File: src/rtl/rr_hold_arbiter.sv
// Round-robin shared hold register: N requesters load one W-bit register, presented with valid/ready.
// A word granted at edge k is on q after edge k; while q is unconsumed and q_ready=0, no grants.
module rr_hold_arbiter #(
  parameter int  N  = 4,
  parameter int  W  = 8,
  localparam int SW = $clog2(N)
) (
  input  logic            clk,
  input  logic            rst_n,
  input  logic [N-1:0]    req,
  input  logic [N*W-1:0]  din,
  output logic [N-1:0]    gnt,
  output logic [W-1:0]    q,
  output logic [SW-1:0]   q_src,
  output logic            q_valid,
  input  logic            q_ready
);

  typedef enum logic {EMPTY = 1'b0, FULL = 1'b1} state_t;

  state_t         state, state_nxt;
  logic [SW-1:0]  ptr;
  logic [SW-1:0]  winner;
  logic [SW:0]    sum;
  logic           found;
  logic           load;

  assign q_valid = (state == FULL);

  // Rotating priority search starting at ptr, wrapping modulo N.
  always_comb begin
    found  = 1'b0;
    winner = '0;
    sum    = '0;
    for (int k = 0; k < N; k++) begin
      sum = {1'b0, ptr} + (SW+1)'(k);
      if (sum >= (SW+1)'(N)) sum = sum - (SW+1)'(N);
      if (!found && req[sum[SW-1:0]]) begin
        found  = 1'b1;
        winner = sum[SW-1:0];
      end
    end
  end

  // rst_n gates load so no grant leaks out while reset is held.
  always_comb begin
    state_nxt = state;
    load      = 1'b0;
    gnt       = '0;
    if (rst_n && found && (state == EMPTY || q_ready)) load = 1'b1;
    if (load) gnt = {{(N-1){1'b0}}, 1'b1} << winner;
    case (state)
      EMPTY:   if (load) state_nxt = FULL;
      FULL:    if (q_ready && !load) state_nxt = EMPTY;
      default: state_nxt = EMPTY;
    endcase
  end

  always_ff @(posedge clk or negedge rst_n) begin
    if (!rst_n) begin
      state <= EMPTY;
      q     <= '0;
      q_src <= '0;
      ptr   <= '0;
    end else begin
      state <= state_nxt;
      if (load) begin
        q     <= din[int'(winner)*W +: W];
        q_src <= winner;
        if (winner == SW'(N-1)) ptr <= '0;
        else                    ptr <= winner + SW'(1);
      end
    end
  end

endmodule
File: config.mk
export PLATFORM = sky130hd
export DESIGN_NAME = rr_hold_arbiter
export DESIGN_NICKNAME = d
export VERILOG_FILES = /design/src/rtl/rr_hold_arbiter.sv
export SDC_FILE = /design/constraint.sdc
export NUM_CORES = 1
export LEC_CHECK = 0
export CORE_AREA = 3 3 51 53
export CTS_BUF_LIST = sky130_fd_sc_hd__clkbuf_2 sky130_fd_sc_hd__clkbuf_4 sky130_fd_sc_hd__clkbuf_8
export CTS_CLUSTER_SIZE = 8
export DETAILED_ROUTE_END_ITERATION = 16
export DIE_AREA = 0 0 54 56
export GPL_TIMING_DRIVEN = 0
export PLACE_DENSITY = 0.87
export SLEW_MARGIN = 25
export SYNTH_ARGS = -nofsm -noshare
export SYNTH_HDL_FRONTEND = slang
export SYNTH_SLANG_ARGS = --single-unit
File: constraint.sdc
create_clock -name clk -period 4.4 [get_ports clk]
set_input_delay 0.44 -clock clk [delete_from_list [all_inputs] [get_ports clk]]
set_output_delay 0.44 -clock clk [all_outputs]
set_load 0.05 [all_outputs]
# ---- Word-level counts from Yosys, hierarchy flattened
# Index checks and enable logic that the tools add are counted.
dict set report totals {
  inputBits 39
  ff_bits 13
  out_inout_bits 15
  elab_cells 61
}
dict set report op_classes {
  shift 2
  n_bitwise 1
  muxes 26
  n_eq_ne 1
  n_reduce_logical 11
  addsub 8
  n_lt_le_gt_ge 8
}
# operator n
set op_table {}
lappend op_table {{$shiftx 32x6->8} 1}
lappend op_table {{$mux 2} 9}
lappend op_table {{$lt 2x3->1 const B} 4}
lappend op_table {{$mux 1} 11}
lappend op_table {{$ge 3x3->1 const B} 3}
lappend op_table {{$bmux 1 s2} 4}
lappend op_table {{$sub 2x1->2 const B} 4}
lappend op_table {{$add 2x2->3 const B} 2}
lappend op_table {{$logic_and 1x1->1} 6}
lappend op_table {{$logic_not 1->1} 4}
lappend op_table {{$mux 4} 1}
lappend op_table {{$shl 1x2->4 const A} 1}
lappend op_table {{$add 2x1->3 const B} 1}
lappend op_table {{$ge 2x3->1 const B} 1}
lappend op_table {{$add 2x1->2 const B} 1}
lappend op_table {{$eq 2x2->1 const B} 1}
lappend op_table {{$pmux 1 s2} 1}
lappend op_table {{$logic_or 1x1->1} 1}
lappend op_table {{$not 1->1} 1}

# ---- Depth between registers and ports, before layout
dict set report depth {
  ltp_word 21
  ltp_mapped 7
}

# ---- Least setup slack after synthesis
# OpenSTA, ideal clock, no wires.
dict set report synth_timing {
  path_kind {register to output}
  from {reg state, in the netlist q_valid}
  to {out gnt[2]}
  stages_incl_launch_ff 5
  path_buffers 1
  arrival_time_ps 2194
  required_time_ps 3960
  slack_ps 1766
  path_cell_list {dfrtp_1 nand2b_1 nand2b_1 buf_2 nor3b_1}
}
dict set report synth_between {
  elab_chain_cells 5
}
# item line_no
set synth_lines {}
lappend synth_lines {{start, declared} 21} ;# state_t state, state_nxt;
lappend synth_lines {{start signal, assigned} 66} ;# state <= state_nxt;
lappend synth_lines {{$not 1->1} n/a}
lappend synth_lines {{$logic_or 1x1->1} 50} ;# if (rst_n && found && (state == EMPTY || q_ready)) load = 1'b1;
lappend synth_lines {{$logic_and 1x1->1} 50}
lappend synth_lines {{$mux 1} 50}
lappend synth_lines {{$mux 4} 51} ;# if (load) gnt = {{(N-1){1'b0}}, 1'b1} << winner;
lappend synth_lines {{end, declared} 12} ;# output logic [N-1:0] gnt,
# No other way between the ends.

# ---- Worst setup path after layout
dict set report layout_timing {
  from {in rst_n}
  to {out gnt[2]}
}
dict set report layout_between {
  elab_chain_cells 4
}
# item line_no
set layout_lines {}
lappend layout_lines {{start, declared} 9} ;# input logic rst_n,
lappend layout_lines {{$logic_and 1x1->1 (2 in series)} 50}
lappend layout_lines {{$mux 1} 50}
lappend layout_lines {{$mux 4} 51}
# No other way between the ends.

==> out/results.ini <==
[drt]
drc = 0
ant_nets = 0
dr.pass1.iters = 4
drt-vias-per-instance = 5.11
first_iter_violations = 34
vias = 859
wl_mm = 2.61
wire_per_inst_um = 15.5

[pwr]
p_leak_nw = 0.613
vdd_drop_max_uv = 417
power_density_nw_per_um2 = 551
p_total_mw = 0.798

[floorplan]
die_width_um = 54
die_h_um = 56
die_area_sq_um = 3020
ios = 54
core_area_sq_um = 2190
initial_core_util_pct = 39.0
rows = 17

[timing]
drv_slew = 0
finClkSkew_ns = 0.00219
period_share_pct = 82.0
maxSlewHeadroom_pct = 57.9
fin_hold_ws_ns = 0.497
rsz0062_at_grt = false
setup_violations = 0
tightest_slew_ns = 0.630
tns_ns = 0
max_freq_mhz = 277
fin_crit_ns = 3.61
hold_violations = 0

[grt]
overflow = 0
grtUsageTotal_pct = 18.8
grt_pass1_wl_mm = 4.17
grt_pass1_vias = 882
antenna_found_initial = 0
grt_max_degree = 15

[setup_path]
cp_cell_sequence = clkdlybuf4s50_1, o41ai_1, nand2b_1, buf_2, nor3b_1, clkdlybuf4s50_1
cp_max_fo = 14
critical_path_class = in -> out
cp_common_cell = clkdlybuf4s50_1
cpLargestDelayFamily = buffers and inverters
endpoint_kind = output pin
cp_slowest_cell = clkdlybuf4s50_1
path_buf_inv = 3
startpoint_type = primary input
crit_required_ns = 3.96
worstPathArrival_ns = 3.17
cpPeakStageDelay_ns = 0.87

[placement]
place_congestion = 0.810
io_buffers = 53
dp_hpwl_mm = 2.11

[synthesis]
yosysUniqueCellTypes = 24
yosysSeqAreaShare_pct = 38.1
synthTopCellsByArea = dfrtp_1 (38%), mux2i_1 (19%), o221ai_2 (12%)
syn_avg_cell_area_sq_um = 10.3
ys_warn_count = 0
synthCells = 83
netlist.area_leader.share_pct = 38.1
ys_seq_elements = 13
synth.net_count = 123
yosysTopAreaCell = dfrtp_1
netlist_area_sq_um = 855

[final_layout]
area_delta_synth_final_pct = 69.4
nets = 181
n_antenna_cell = 0
drive_gt1_share_pct = 12.9
layout_commonest_cell = clkdlybuf4s50_1
layout_common_cells = clkdlybuf4s50_1 (53), nand2_1 (18), mux2i_1 (16)

[clocking]
cts-hold-fix-buffers = 0
clk_pin_slew_worst_paths_ns = 0.09
cts_tree = built
post_cts_buffers = 0
clock_sinks = 13
cts_buffers = 3
clockBufferDepth = 2
cts_root_buffer = clkbuf_4
clock_latency_ns = 0.28
htree_levels = 1
cts-resized-gates = 0

[hold_path]
hold_path.class = reg -> reg

[job]
drv_cap = 0

[outcome]
status = finished, final reports clean

report_power, final:
| part | internal [mW] | switching [mW] | total, mW | leakage (nW) |
|---|---|---|---|---|
| logic | 0.210 | 0.311 | 0.521 | 0.436 |
| registers | 0.168 | 0.0313 | 0.199 | 0.160 |
| clock network | 0.0338 | 0.0446 | 0.0783 | 0.0177 |
layout make-up:
cell class | instances | area, sq um
well taps | 28 | 35.0
repair buffers | 53 | 531
flip-flops and latches | 13 | 325
inverters | 3 | 11.3
fillers | 171 | 743
multi-input cells | 63 | 485
clock inverters | 1 | 5.00
clock buffers | 3 | 22.5
plain buffers | 4 | 32.5
sequential cells by signal (all words and copies together), names as in the netlist:
register,flops
ptr,2
q,8
q_src,2
q_valid,1
synthesized netlist by cell type, drive strengths merged:
cell type	instances
o31ai	1
and2	1
nand2b	3
a21o	1
o22a	1
buf	4
nand2	19
inv	3
nor3b	1
mux2i	16
nor3	1
a21oi	2
nor2b	2
ha	1
nor2	3
o41ai	1
o221ai	9
a211o	1
dfrtp	13
through the flow:
stage	setup slack, ns	cells	area (sq um)	utilization (%)
after floorplan	1.77	83	855	-
after global placement	0.726	164	1420	64.8
after detailed placement	0.750	164	1420	64.8
after CTS	0.750	168	1450	66.1
after global routing	0.553	168	1450	66.1
final	0.794	168	1450	66.1
worst paths after layout:
kind / from / to / slack [ns] / cells past startpoint
max in group asynchronous: rst_n / q[7]$_DFFE_PN0P_ / 3.46 / 1
worst max register to register: ptr[0]$_DFFE_PN0P_ / q[1]$_DFFE_PN0P_ / 2.69 / 6
worst min-delay path: q_src[1]$_DFFE_PN0P_ / q_src[1]$_DFFE_PN0P_ / 0.50 / 2
min in group asynchronous: rst_n / q[6]$_DFFE_PN0P_ / 0.54 / 1
worst max-delay path: rst_n / gnt[2] / 0.79 / 6
worst min register to register: q_src[1]$_DFFE_PN0P_ / q_src[1]$_DFFE_PN0P_ / 0.50 / 2
worst register-to-register path: stages (launching register included):
cell and delay [ns]:
dfrtp_1 0.40, nor2b_1 0.08, a211o_1 0.29, a21oi_2 0.24, buf_6 0.21, mux2i_1 0.27
o221ai_2 0.12
layer usage:
layer | vias to the layer above | share of wire, % | track usage [%]
met4 | 0 | 2.7 | 8.90
met1 | 415 | 40 | 22.6
met2 | 22 | 53 | 31.3
met5 | - | 0 | 0
met3 | 6 | 4.3 | 2.95
li1 | 416 | - | -
cells by family (layout without fill, tap and decap cells):
kind of cell | after synthesis | after routing | share of synthesized area, %
AND/OR/NAND/NOR | 30 | 30 | 15.8
AO/OA/AOI/OAI | 16 | 16 | 20.8
multiplexers | 16 | 16 | 18.7
flip-flops | 13 | 13 | 38.1
buffers and inverters | 7 | 64 | 5.12
adder cells (fa/ha/maj) | 1 | 1 | 1.46
No activity file was read; power rests on OpenSTA's default activity.
